$ cat config.mk
export PLATFORM = sky130hd
export DESIGN_NAME = debounced_comparator
export DESIGN_NICKNAME = d
export VERILOG_FILES = /design/src/rtl/debounced_comparator.sv
export SDC_FILE = /design/constraint.sdc
export NUM_CORES = 1
export LEC_CHECK = 0
export ABC_AREA = 0
export BUFFER_PORTS_ARGS = -buffer_cell sky130_fd_sc_hd__buf_2
export CAP_MARGIN = 20
export CORE_MARGIN = 3
export CORE_UTILIZATION = 60
export CTS_CLUSTER_DIAMETER = 150
export DETAILED_ROUTE_END_ITERATION = 10
export GPL_TIMING_DRIVEN = 1
export PLACE_DENSITY = 0.84
export SLEW_MARGIN = 20
export SYNTH_ARGS = -nofsm -noshare
export SYNTH_HDL_FRONTEND = slang
export SYNTH_SLANG_ARGS = --single-unit
export TNS_END_PERCENT = 5
$ cat constraint.sdc
create_clock -name clk -period 4.45 [get_ports clk]
set_input_delay 0.89 -clock clk [delete_from_list [all_inputs] [get_ports clk]]
set_output_delay 0.89 -clock clk [all_outputs]
set_load 0.02 [all_outputs]
$ cat src/rtl/debounced_comparator.sv
// -----------------------------------------------------------------------------
// debounced_comparator
//
// Registered, debounced magnitude comparator for two DIP-switch operands.
// Each operand is synchronised (2 flops) and then filtered by its own debounce
// counter, so switch bounce never reaches the status outputs. The debounced
// operands are compared as unsigned or two's-complement values, selected at
// run time by signed_mode (synchronised only, not debounced).
//
// After reset the block spends DEBOUNCE_CYCLES cycles in INIT, then captures
// the synchronised operands directly as the initial stable values and moves
// to RUN, where the compare result is registered every cycle.
//
// Ports:
//   clk          system clock
//   rst          synchronous, active-high reset
//   a_raw        operand a straight from the switches (asynchronous)
//   b_raw        operand b straight from the switches (asynchronous)
//   signed_mode  0 = unsigned compare, 1 = signed compare (asynchronous)
//   lt/eq/gt     registered compare of debounced a against debounced b
//   valid        high once the initial operands have been captured
//   changed      one-cycle pulse when {lt,eq,gt} changes while valid
// -----------------------------------------------------------------------------
module debounced_comparator #(
    parameter int WIDTH           = 4,
    parameter int DEBOUNCE_CYCLES = 16000,
    parameter int CNT_WIDTH       = 16
) (
    input  logic             clk,
    input  logic             rst,
    input  logic [WIDTH-1:0] a_raw,
    input  logic [WIDTH-1:0] b_raw,
    input  logic             signed_mode,
    output logic             lt,
    output logic             eq,
    output logic             gt,
    output logic             valid,
    output logic             changed
);

    typedef enum logic {
        ST_INIT,
        ST_RUN
    } state_t;

    localparam logic [CNT_WIDTH-1:0] CNT_LAST = CNT_WIDTH'(DEBOUNCE_CYCLES - 1);

    state_t state;
    state_t state_next;

    logic [WIDTH-1:0]     a_sync1, a_sync2, a_sync2_q;
    logic [WIDTH-1:0]     b_sync1, b_sync2, b_sync2_q;
    logic                 mode_sync1, mode_sync2;
    logic [WIDTH-1:0]     stable_a, stable_b;
    logic [CNT_WIDTH-1:0] cnt_a, cnt_b;
    logic [CNT_WIDTH-1:0] init_cnt;
    logic                 init_done;
    logic                 lt_next, eq_next, gt_next;

    // -------------------------------------------------------------------------
    // Synchronisers plus a one-cycle delayed copy of each operand, used by the
    // debounce filter to detect that the synchronised value just moved.
    // -------------------------------------------------------------------------
    // NOTE: every flop here uses non-blocking assignments so that sync1 ->
    // sync2 -> sync2_q behaves as a real shift chain regardless of statement
    // order; blocking assignments would collapse the chain into one stage.
    always_ff @(posedge clk) begin
        if (rst) begin
            a_sync1    <= '0;
            a_sync2    <= '0;
            a_sync2_q  <= '0;
            b_sync1    <= '0;
            b_sync2    <= '0;
            b_sync2_q  <= '0;
            mode_sync1 <= 1'b0;
            mode_sync2 <= 1'b0;
        end else begin
            a_sync1    <= a_raw;
            a_sync2    <= a_sync1;
            a_sync2_q  <= a_sync2;
            b_sync1    <= b_raw;
            b_sync2    <= b_sync1;
            b_sync2_q  <= b_sync2;
            mode_sync1 <= signed_mode;
            mode_sync2 <= mode_sync1;
        end
    end

    // -------------------------------------------------------------------------
    // INIT / RUN control. INIT lasts until the shared counter reaches D-1; RUN
    // is only left through reset.
    // -------------------------------------------------------------------------
    assign init_done = (state == ST_INIT) && (init_cnt == CNT_LAST);

    always_ff @(posedge clk) begin
        if (rst) begin
            state    <= ST_INIT;
            init_cnt <= '0;
        end else begin
            state <= state_next;
            if (state == ST_INIT) begin
                init_cnt <= init_cnt + CNT_WIDTH'(1);
            end
        end
    end

    // NOTE: next-state logic assigns its default before any branch so that
    // every path drives state_next and no latch is inferred.
    always_comb begin
        state_next = state;
        if (init_done) begin
            state_next = ST_RUN;
        end
    end

    // -------------------------------------------------------------------------
    // Debounce filters. A candidate value is accepted only after it has been
    // present in sync2, unchanged and different from stable, for D consecutive
    // checks. Any movement of sync2, or a return to the stable value, restarts
    // the count. During INIT the filters are held cleared and stable is loaded
    // directly when INIT completes.
    // -------------------------------------------------------------------------
    always_ff @(posedge clk) begin
        if (rst) begin
            stable_a <= '0;
            cnt_a    <= '0;
        end else if (state == ST_INIT) begin
            cnt_a <= '0;
            if (init_done) begin
                stable_a <= a_sync2;
            end
        end else if ((a_sync2 == stable_a) || (a_sync2 != a_sync2_q)) begin
            cnt_a <= '0;
        end else if (cnt_a == CNT_LAST) begin
            stable_a <= a_sync2;
            cnt_a    <= '0;
        end else begin
            cnt_a <= cnt_a + CNT_WIDTH'(1);
        end
    end

    always_ff @(posedge clk) begin
        if (rst) begin
            stable_b <= '0;
            cnt_b    <= '0;
        end else if (state == ST_INIT) begin
            cnt_b <= '0;
            if (init_done) begin
                stable_b <= b_sync2;
            end
        end else if ((b_sync2 == stable_b) || (b_sync2 != b_sync2_q)) begin
            cnt_b <= '0;
        end else if (cnt_b == CNT_LAST) begin
            stable_b <= b_sync2;
            cnt_b    <= '0;
        end else begin
            cnt_b <= cnt_b + CNT_WIDTH'(1);
        end
    end

    // -------------------------------------------------------------------------
    // Compare stage. Both interpretations stay at WIDTH bits; in signed mode
    // the MSB is the sign bit of each operand.
    // -------------------------------------------------------------------------
    always_comb begin
        lt_next = 1'b0;
        if (mode_sync2) begin
            lt_next = $signed(stable_a) < $signed(stable_b);
        end else begin
            lt_next = stable_a < stable_b;
        end
        eq_next = (stable_a == stable_b);
        gt_next = !lt_next && !eq_next;
    end

    // changed compares against the previously registered result and is gated
    // by the previous valid, so the first result after INIT never pulses it.
    always_ff @(posedge clk) begin
        if (rst) begin
            lt      <= 1'b0;
            eq      <= 1'b0;
            gt      <= 1'b0;
            valid   <= 1'b0;
            changed <= 1'b0;
        end else if (state == ST_RUN) begin
            lt      <= lt_next;
            eq      <= eq_next;
            gt      <= gt_next;
            valid   <= 1'b1;
            changed <= valid && ({lt, eq, gt} != {lt_next, eq_next, gt_next});
        end else begin
            changed <= 1'b0;
        end
    end

endmodule

==> results of run 1 <==
-- cell usage in the layout, fill, tap and decap left out, drive strengths merged, types with 2 or more instances in the layout --
cell and count:
a211oi 2, a21oi 6, and2 2, and3 9, and4 9, buf 16
clkbuf 12, clkinv 2, dfxtp 88, ha 7, inv 7, mux2 8
mux2i 2, nand2 20, nand3 17, nand4 13, nor2 60, nor2b 33
nor3 5, nor3b 3, nor4 3, o21ai 3, or2 3, or3 2
xnor2 21, xor2 37
-- synthesized netlist by cell type (all sizes together) (4+ instances only) --
master | number | area, um2
a21oi | 6 | 30.03
and3 | 9 | 56.30
and4 | 9 | 78.83
buf | 7 | 52.54
clkbuf | 4 | 15.01
dfxtp | 88 | 1762
ha | 7 | 87.58
inv | 7 | 26.28
mux2 | 8 | 90.09
nand2 | 20 | 75.07
nand3 | 17 | 85.08
nand4 | 13 | 81.33
nor2 | 60 | 225.2
nor2b | 33 | 206.5
nor3 | 5 | 25.02
xnor2 | 21 | 183.9
xor2 | 37 | 324.1
-- layer usage --
metal / share of wire [%] / routed length (um)
met5: 0 / 0
met1: 46 / 2736
met3: 3.1 / 185
met4: 1.9 / 113
met2: 49 / 2937
-- state kept, by name, summed over array words and instances (netlist names) --
register	count
a_sync1	4
a_sync2	4
a_sync2_q	4
b_sync1	4
b_sync2	4
b_sync2_q	4
changed	1
cnt_a	16
cnt_b	16
eq	1
gt	1
init_cnt	16
lt	1
mode_sync1	1
mode_sync2	1
stable_a	4
stable_b	4
state	1
valid	1
-- how the worst max path moves through the flow --
stage	startpoint	endpoint	slack, ns	cells after the start
after floorplan	rst	init_cnt[10]$_SDFFE_PP0N_	2.41	5
after global routing	rst	cnt_b[15]$_SDFF_PP0_	2.27	5
after CTS	cnt_b[0]$_SDFF_PP0_	stable_b[2]$_SDFFE_PP0P_	2.46	6
after global placement	rst	cnt_b[9]$_SDFF_PP0_	2.23	5
final	cnt_b[0]$_SDFF_PP0_	stable_b[2]$_SDFFE_PP0P_	2.45	6
after detailed placement	rst	cnt_b[4]$_SDFF_PP0_	2.15	5
-- cells by family (layout without fill, tap and decap cells) --
kind of cell / count (synthesis) / after routing / share of synthesized area (%)
and+or+nand+nor: 185 / 185 / 27.38
adders and majority gates: 7 / 7 / 2.417
DFF: 88 / 88 / 48.62
xor gates and xnor gates: 58 / 58 / 14.02
muxes: 10 / 10 / 3.039
buffers and inverters: 18 / 38 / 2.590
AOI/OAI and AO/OA: 12 / 12 / 1.934
-- per-stage QoR --
stage | setup slack, ns | hold WS, ns
after floorplan | 2.406 | 0.4106
after global placement | 2.229 | 0.4178
after detailed placement | 2.150 | 0.4220
after CTS | 2.460 | 0.4409
after global routing | 2.275 | 0.4613
final | 2.455 | 0.4379
-- area by class of cell --
| cell class | instances | area [um2] |
|---|---|---|
| clock inverters | 3 | 17.52 |
| flip-flops and latches | 88 | 1762 |
| multi-input cells | 272 | 1768 |
| clock buffers | 12 | 155.1 |
| well taps | 72 | 90.09 |
| repair buffers | 16 | 82.58 |
| inverters | 7 | 26.28 |
| fillers | 418 | 1774 |
-- power by group through the flow --
stage	clock network (mW)	registers, mW	logic (mW)
global route	0.518	0.807	0.0432
finish	0.480	0.806	0.0379
CTS	0.488	0.806	0.0384
detailed placement	0	0.824	0.0382
floorplan	0	0.823	0.0299
global placement	0	0.824	0.0373
-- worst max-delay path: stages (launching register included) --
cell and delay (ns):
dfxtp_1 0.40, ha_1 0.31, nor4bb_1 0.27, and4_1 0.24
nand4_1 0.11, nand2_1 0.21, mux2_2 0.36
==> out/metrics.yaml, run 1 <==
synth-edff-count: 0
post-dp-hpwl_um: 4124
chipHeight_um: 83.71
status: "completed"
sequentialPowerShare_pct: 60.9
via_count: 2536
crit_arrival_ns: 2.23
netlist_instances: 378
post-route-util_pct: 68.74
core-area_um2: 5675
io_pins: 16
path_clk_slew_ns: 0.08
cts_hold_buf: 0
io_buffers: 15
synth_ff_type: "dfxtp_1"
postLayoutCellArea_um2: 3901
timing.final.crit_share_pct: 44.84
cts_made_buffers: 9
grt_pass1_vias: 2546
die_area_um2: 7007
final_cells: 470
cts.path.max_buffers: 2
r2r_cells: 6
hp-start: "a_sync1[1]$_SDFF_PP0_"
hp-class: "flip-flop to flip-flop"
clk_latency_ns: 0.34
antenna_found_initial: 0
syn_area_per_cell_um2: 9.586
peakVddDrop_mv: 0.3177
groute.usage.overall_pct: 18.22
ys_ff_latch: 88
synth_area_um2: 3623
cp_max_fo: 6
vias_per_cell: 5.396
p_clk_share_pct: 36.3
setup_tns_ns: 0
grt_pass1_wl_um: 10720
hold_end: "a_sync2[1]$_SDFF_PP0_"
wl_um: 5973
met2_usage_pct: 32.47
p_int_mw: 1.046
regToRegSetupSlack_ns: 2.45
p_sw_mw: 0.2778
ys_warn_count: 0
drive_gt1_share_pct: 10.30
die_x_um: 83.71
placedCellCount: 455
p_leak_nw: 1.482
ctsHtreeMaxLevel: 3
netlist-cell-type-count: 37
rr_endpoint: "stable_b[2]$_SDFFE_PP0P_"
sw_frac_of_total_pct: 20.99
clockRootBuffer: "clkbuf_8"
comb_power_share_pct: 2.9
ant_nets: 0
wire_per_inst_um: 12.71
gr-max-usage-layer: "met2"
synth_nets: 396
drc_errors: 0
routabilityCongestion: 0.7708
fmax_mhz: 501.1
holdPathStages: 1
synthArstFlopShare_pct: 0
grtUsageMet1_pct: 21.48
nNetsFinal: 412
first_pass_iters: 4
drtIter0Drc: 72
p_per_area_nw_per_um2: 339.3
cts.sinks: 88
start_kind: "flip-flop"
diodes: 0
crit_type: "flip-flop to flip-flop"
finClkSkew_ns: 0.005479
hold_viol: 0
seq_area_frac_synth_pct: 48.62
cts_setup_buffers: 0
start_util_pct: 63.84
cts_tree: "done"
placed_area_um2: 3729
grt-ovfl-total: 0
areaGrowthSynthToFinish_pct: 7.666
required_ns: 4.68
use_met3_pct: 3.653
end_kind: "flip-flop"
rsz0062_at_grt: "no"
reg2reg_from: "cnt_b[0]$_SDFF_PP0_"
period_minus_slack_ns: 1.995
grt_max_degree: 32
drv_slew: 0
maxCapViolations: 0
setup_viol: 0
power.total_mw: 1.324
tightest_slew_ns: 0.6147
relSlewSlack_pct: 58.96
cts_resized: 0
rows: 27
Power figures use the tool's default switching activity.
==> run 2: changes to the inputs <==
- ABC_AREA: 0 -> 1
- clock period: 4.45 -> 2 ns (I/O delays scaled with it)
==> out/metrics.yaml, run 2 <==
cts.path.max_buffers: 2  # unchanged
regToRegSetupSlack_ns: 0.24  # was 2.45 ns
fmax_mhz: 567.1  # was 501.1 MHz
placed_area_um2: 4220  # was 3729 um2
relSlewSlack_pct: 64.82  # was 58.96%
rr_endpoint: "cnt_a[8]$_SDFF_PP0_"  # was stable_b[2]$_SDFFE_PP0P_
seq_area_frac_synth_pct: 43.03  # was 48.62%
path_clk_slew_ns: 0.08  # about the same
crit_type: "flip-flop to flip-flop"  # unchanged
core-area_um2: 6495  # was 5675 um2
cts.sinks: 88  # unchanged
start_kind: "flip-flop"  # unchanged
cts_hold_buf: 0  # unchanged
groute.usage.overall_pct: 21.63  # was 18.22%
drc_errors: 0  # unchanged
synthArstFlopShare_pct: 0  # unchanged
slowest_delay_ns: 0.41  # was 0.40 ns
routabilityCongestion: 0.8615  # was 0.7708
synth_ff_type: "dfxtp_1"  # unchanged
setup_viol: 0  # unchanged
wl_um: 7644  # was 5973 um
nNetsFinal: 615  # was 412
netlist-cell-type-count: 37  # unchanged
grt_pass1_wl_um: 13710  # was 10720 um
vias_per_cell: 5.212  # was 5.396
crit_path_frequent_cell: "nand3_1"
synth_nets: 597  # was 396
drtIter0Drc: 217  # was 72
drive_gt1_share_pct: 10.96  # was 10.30%
period_minus_slack_ns: 1.763  # was 1.995 ns
drv_slew: 0  # unchanged
io_pins: 16  # unchanged
ctsHtreeMaxLevel: 3  # unchanged
synth_commonest_cells: "125 x nand2_1, 96 x inv_1, 92 x nor2_1"  # was 88 x dfxtp_1, 60 x nor2_1, 37 x xor2_1
via_count: 3539  # was 2536
cts_setup_buffers: 0  # unchanged
crit_arrival_ns: 1.99  # was 2.23 ns
first_pass_iters: 4  # unchanged
ys_top_cells_by_area: "dfxtp_1 43%, nand2_1 11%, inv_1 8.8%, nor2_1 8.4%, nand4_1 3.7%"  # was dfxtp_1 49%, xor2_1 8.9%, nor2_1 6.2%, nor2b_1 5.7%, xnor2_1 5.1%
gr-max-usage-layer: "met2"  # unchanged
wire_per_inst_um: 11.26  # was 12.71 um
die_x_um: 88.60  # was 83.71 um
areaGrowthSynthToFinish_pct: 8.466  # was 7.666%
synth.most_common_cell: "nand2_1"  # was dfxtp_1
finClkSkew_ns: 0.01325  # was 0.005479 ns
r2r_cells: 8  # was 6
die_area_um2: 7850  # was 7007 um2
io_buffers: 15  # unchanged
diodes: 0  # unchanged
clockRootBuffer: "clkbuf_8"  # unchanged
reg_top3: "cnt_a x16, cnt_b x16, init_cnt x16"  # unchanged
chipHeight_um: 88.60  # was 83.71 um
ys_ff_latch: 88  # unchanged
cp_max_fo: 13  # was 6
grt_pass1_vias: 3300  # was 2546
rows: 29  # was 27
ant_nets: 0  # unchanged
clk_latency_ns: 0.35  # was 0.34 ns
worstSetupStartpoint: "cnt_a[0]$_SDFF_PP0_"  # was cnt_b[0]$_SDFF_PP0_
maxCapViolations: 0  # unchanged
cts_resized: 0  # unchanged
rsz0062_at_grt: "no"  # unchanged
p_leak_nw: 1.793  # was 1.482 nW
reg2reg_from: "cnt_a[0]$_SDFF_PP0_"  # was cnt_b[0]$_SDFF_PP0_
end_kind: "flip-flop"  # unchanged
hold_viol: 0  # unchanged
ys_warn_count: 0  # unchanged
hp-class: "input port to flip-flop"  # was flip-flop to flip-flop
start_util_pct: 63.03  # was 63.84%
synth_top_area_share_pct: 43.03  # was 48.62%
synth-edff-count: 0  # unchanged
synth_area_um2: 4094  # was 3623 um2
synth_area_leader_cell: "dfxtp_1"  # unchanged
use_met3_pct: 3.631  # was 3.653%
postLayoutCellArea_um2: 4441  # was 3901 um2
mostFrequentLayoutCells: "125 x nand2_1, 96 x inv_1, 92 x nor2_1, 88 x dfxtp_1"  # was 88 x dfxtp_1, 60 x nor2_1, 37 x xor2_1, 33 x nor2b_1, 21 x xnor2_1
netlist_instances: 579  # was 378
grt-ovfl-total: 0  # unchanged
timing.final.crit_share_pct: 88.17  # was 44.84%
grt_max_degree: 23  # was 32
met2_usage_pct: 36.10  # was 32.47%
cts_made_buffers: 9  # unchanged
p_per_area_nw_per_um2: 729.2  # was 339.3 nW/um2
required_ns: 2.22  # was 4.68 ns
post-dp-hpwl_um: 5572  # was 4124 um
syn_area_per_cell_um2: 7.071  # was 9.586 um2
fillCellCount: 540  # was 418
path_cells: "ha_1 > nand3_1 > inv_1 > nand3_1 > nor2_1 > nor2_2 > nand2_2 > nor3_1"  # was ha_1 > nor4bb_1 > and4_1 > nand4_1 > nand2_1 > mux2_2
setup_tns_ns: 0  # unchanged
peakVddDrop_mv: 0.4690  # was 0.3177 mV
cts_tree: "done"  # unchanged
antenna_found_initial: 0  # unchanged
status: "completed"  # unchanged
grtUsageMet1_pct: 27.71  # was 21.48%
crit_end: "cnt_a[8]$_SDFF_PP0_"  # was stable_b[2]$_SDFFE_PP0P_
layout_commonest_cell: "nand2_1"  # was dfxtp_1
tightest_slew_ns: 0.5270  # was 0.6147 ns
slowest_stage: "dfxtp_1"  # unchanged
==> run 2: cell types whose count changed in the layout (fill, tap and decap cells not counted), moves of 9 or more <==
cell / previous run / this run
nor2_2: 0 / 10
a21oi_1: 6 / 24
xor2_1: 37 / 7
nand4_1: 13 / 24
nor2_1: 60 / 92
and4_1: 9 / 0
o21ai_0: 3 / 14
nor3_1: 5 / 16
nand2_1: 20 / 125
nor2b_1: 33 / 0
inv_1: 7 / 96
xnor2_1: 21 / 10
==> run 2: power breakdown <==
group / total, mW / internal, mW / switching [mW]
Combinational: 0.109 / 0.0411 / 0.0677
Sequential: 1.79 / 1.78 / 0.0151
Clock: 1.34 / 0.731 / 0.606
Total: 3.24 / 2.55 / 0.689
==> run 2: area by class of cell <==
cell class / instances / area, um2 / area share (%)
multi-input cells: 381 / 1889 / 42.55
repair buffers: 17 / 90.09 / 2.029
inverters: 100 / 382.9 / 8.622
clock inverters: 6 / 82.58 / 1.860
well taps: 77 / 96.34 / 2.170
flip-flops and latches: 88 / 1762 / 39.67
clock buffers: 10 / 137.6 / 3.099
==> run 2: worst max-delay path, delay by kind of cell, from the launching register on <==
kind                     cells  cell delay, ns
adder cells (fa/ha/maj)      1            0.21
AND/OR/NAND/NOR              6            0.84
flip-flops                   1            0.41
buffers and inverters        1            0.17
==> run 2: worst min path at each step <==
| stage | startpoint | slack (ns) | depth (start not counted) | to |
|---|---|---|---|---|
| 2_1_floorplan | a_sync1[0]$_SDFF_PP0_ | 0.39 | 2 | a_sync2[0]$_SDFF_PP0_ |
| 3_3_place_gp | b_sync1[1]$_SDFF_PP0_ | 0.39 | 2 | b_sync2[1]$_SDFF_PP0_ |
| 3_5_place_dp | a_sync1[0]$_SDFF_PP0_ | 0.39 | 2 | a_sync2[0]$_SDFF_PP0_ |
| 4_1_cts | a_raw[2] | 0.25 | 3 | a_sync1[2]$_SDFF_PP0_ |
| 5_1_grt | a_raw[0] | 0.25 | 3 | a_sync1[0]$_SDFF_PP0_ |
| 6_report | a_raw[2] | 0.25 | 3 | a_sync1[2]$_SDFF_PP0_ |
==> run 2: kinds of logic (layout without fill, tap and decap cells) <==
logic type | after synthesis | count (layout) | share of synthesized area, %
fa+ha+maj | 7 | 7 | 2.139
compound gates | 45 | 45 | 5.868
buf+inv | 110 | 133 | 10.82
xor+xnor | 17 | 17 | 3.637
flops | 88 | 88 | 43.03
simple gates | 312 | 312 | 34.51
==> run 2: per-stage QoR <==
stage	std cells	power [mW]	hold WS [ns]	util, %	worst slack, ns
2_1_floorplan	579	1.909	0.3883	-	0.5521
3_3_place_gp	663	1.937	0.3899	64.98	0.4019
6_report	679	3.238	0.2541	68.37	0.2365
3_5_place_dp	663	1.943	0.3939	64.98	0.3119
5_1_grt	679	3.369	0.2509	68.37	0.04771
4_1_cts	679	3.262	0.2453	68.37	0.2341
==> run 2: routing by layer <==
layer  wire length, um  part of all wire (%)
met5                 0                     0
met4               178                   2.3
met3               318                   4.2
met2              3535                    46
met1              3613                    47
==> run 3: changes to the inputs <==
- BUFFER_PORTS_ARGS: -buffer_cell sky130_fd_sc_hd__buf_2 -> default
- DONT_BUFFER_PORTS: default -> 1
- PLACE_DENSITY: 0.84 -> 0.82
- SLEW_MARGIN: 20 -> default
==> out/metrics.yaml, run 3 (same netlist as run 2, synthesis figures left out) <==
drv_slew: 0  # unchanged
rsz0062_at_grt: "no"  # unchanged
rows: 29  # unchanged
relSlewSlack_pct: 64.20  # was 64.82%
grt-ovfl-total: 0  # unchanged
grt_max_degree: 39  # was 23
drtIter0Drc: 153  # was 217
ctsHtreeMaxLevel: 3  # unchanged
end_kind: "flip-flop"  # unchanged
final_cells: 662  # was 679
p_per_area_nw_per_um2: 723.6  # was 729.2 nW/um2
antenna_found_initial: 0  # unchanged
cts_setup_buffers: 0  # unchanged
finalWorstSetupSlack_ns: 0.3040  # was 0.2365 ns
cts_made_buffers: 9  # unchanged
placed_area_um2: 4130  # was 4220 um2
die_area_um2: 7850  # unchanged
chipHeight_um: 88.60  # unchanged
fmax_mhz: 589.6  # was 567.1 MHz
post-route-util_pct: 66.79  # was 68.37%
regToRegSetupSlack_ns: 0.30  # was 0.24 ns
cts_resized: 0  # unchanged
hp-class: "input port to flip-flop"  # unchanged
mostFrequentLayoutCells: "125 x nand2_1, 96 x inv_1, 92 x nor2_1, 88 x dfxtp_1"  # unchanged
maxCapViolations: 0  # unchanged
io_pins: 16  # unchanged
start_util_pct: 63.03  # unchanged
peakVddDrop_mv: 0.5339  # was 0.4690 mV
vias_per_cell: 5.115  # was 5.212
post-dp-hpwl_um: 5397  # was 5572 um
p_int_mw: 2.455  # was 2.549 mW
cts_hold_buf: 0  # unchanged
clockRootBuffer: "clkbuf_8"  # unchanged
die_x_um: 88.60  # unchanged
period_minus_slack_ns: 1.696  # was 1.763 ns
crit_type: "flip-flop to flip-flop"  # unchanged
diodes: 0  # unchanged
reg2reg_from: "cnt_a[0]$_SDFF_PP0_"  # unchanged
power.total_mw: 3.139  # was 3.238 mW
clk_latency_ns: 0.35  # about the same
grt_pass1_vias: 3202  # was 3300
cts_tree: "done"  # unchanged
wire_per_inst_um: 11.62  # was 11.26 um
p_leak_nw: 1.699  # was 1.793 nW
worstSetupStartpoint: "cnt_a[0]$_SDFF_PP0_"  # unchanged
core-area_um2: 6495  # unchanged
nNetsFinal: 598  # was 615
ant_nets: 0  # unchanged
placedCellCount: 646  # was 663
groute.usage.overall_pct: 21.70  # was 21.63%
setup_viol: 0  # unchanged
drive_gt1_share_pct: 8.205  # was 10.96%
drc_errors: 0  # unchanged
r2r_cells: 8  # unchanged
routabilityCongestion: 0.8887  # was 0.8615
grt_pass1_wl_um: 13510  # was 13710 um
setup_tns_ns: 0  # unchanged
io_buffers: 0  # was 15
cts.path.max_buffers: 2  # unchanged
first_pass_iters: 4  # unchanged
via_count: 3386  # was 3539
p_clk_share_pct: 40.2  # was 41.3%
start_kind: "flip-flop"  # unchanged
place_ws_ns: 0.3283  # was 0.3119 ns
hold_ws_ns: 0.1269  # was 0.2541 ns
sw_frac_of_total_pct: 21.78  # was 21.28%
timing.final.crit_share_pct: 84.80  # was 88.17%
p_sw_mw: 0.6836  # was 0.6890 mW
finClkSkew_ns: 0.01107  # was 0.01325 ns
required_ns: 2.23  # was 2.22 ns
comb_power_share_pct: 2.7  # was 3.4%
wl_um: 7692  # was 7644 um
layout_commonest_cell: "nand2_1"  # unchanged
postLayoutCellArea_um2: 4338  # was 4441 um2
crit_arrival_ns: 1.92  # was 1.99 ns
areaGrowthSynthToFinish_pct: 5.960  # was 8.466%
rr_endpoint: "cnt_a[8]$_SDFF_PP0_"  # unchanged
crit_end: "cnt_a[8]$_SDFF_PP0_"  # unchanged
cts.sinks: 88  # unchanged
hold_viol: 0  # unchanged
reg_top3: "cnt_a x16, cnt_b x16, init_cnt x16"  # unchanged
status: "completed"  # unchanged
cp_max_fo: 13  # unchanged
sequentialPowerShare_pct: 57.1  # was 55.3%
path_clk_slew_ns: 0.08  # about the same
tightest_slew_ns: 0.5337  # was 0.5270 ns
## run 3: cell types whose count changed in the layout (fill, tap and decap cells not counted)
cell,delta
clkinv_2,-3
clkinvlp_4,+2
buf_2,-15
bufinv_16,-1
clkbuf_1,+1
clkbuf_8,+1
buf_4,-2
## run 3: final cells by class
type                       instances  area (um2)
fill                             555        2157
inverter                         100       382.9
clock inverter                     4       52.55
multi-input combinational        381        1889
clock buffer                      12       155.1
sequential                        88        1762
tap                               77       96.34
## run 3: worst max-delay path: stages (launching register included)
cell and delay (ns):
dfxtp_1 0.40, ha_1 0.21, nand3_1 0.14, inv_1 0.15, nand3_1 0.13, nor2_1 0.15
nor2_2 0.07, nand2_2 0.24, nor3_1 0.08
## run 3: power by group through the flow
| stage | sequential (mW) | clock [mW] | combinational (mW) |
|---|---|---|---|
| floorplan | 1.83 | 0 | 0.0794 |
| global placement | 1.83 | 0 | 0.0811 |
| detailed placement | 1.83 | 0 | 0.0834 |
| CTS | 1.79 | 1.29 | 0.0845 |
| global route | 1.80 | 1.37 | 0.0999 |
| finish | 1.79 | 1.26 | 0.0843 |
## run 3: worst min-delay path by stage
stage	startpoint	to	slack (ns)	cells after the start
6_report	rst	b_sync2[1]$_SDFF_PP0_	0.13	1
5_1_grt	rst	a_sync2[1]$_SDFF_PP0_	0.08	1
4_1_cts	rst	a_sync2_q[1]$_SDFF_PP0_	0.1	1
3_5_place_dp	a_sync1[2]$_SDFF_PP0_	a_sync2[2]$_SDFF_PP0_	0.39	2
3_3_place_gp	mode_sync1$_SDFF_PP0_	mode_sync2$_SDFF_PP0_	0.39	2
2_1_floorplan	a_sync1[0]$_SDFF_PP0_	a_sync2[0]$_SDFF_PP0_	0.39	2
## run 3: metal layers
| metal | global-route usage, % | part of all wire [%] | wire [um] | vias up |
|---|---|---|---|---|
| met1 | 27.23 | 48 | 3706 | 1497 |
| met2 | 35.15 | 45 | 3491 | 67 |
| met5 | 0 | 0 | 0 | - |
| li1 | - | - | - | 1807 |
| met3 | 5.493 | 4.4 | 338 | 15 |
| met4 | 9.890 | 2.0 | 156 | 0 |
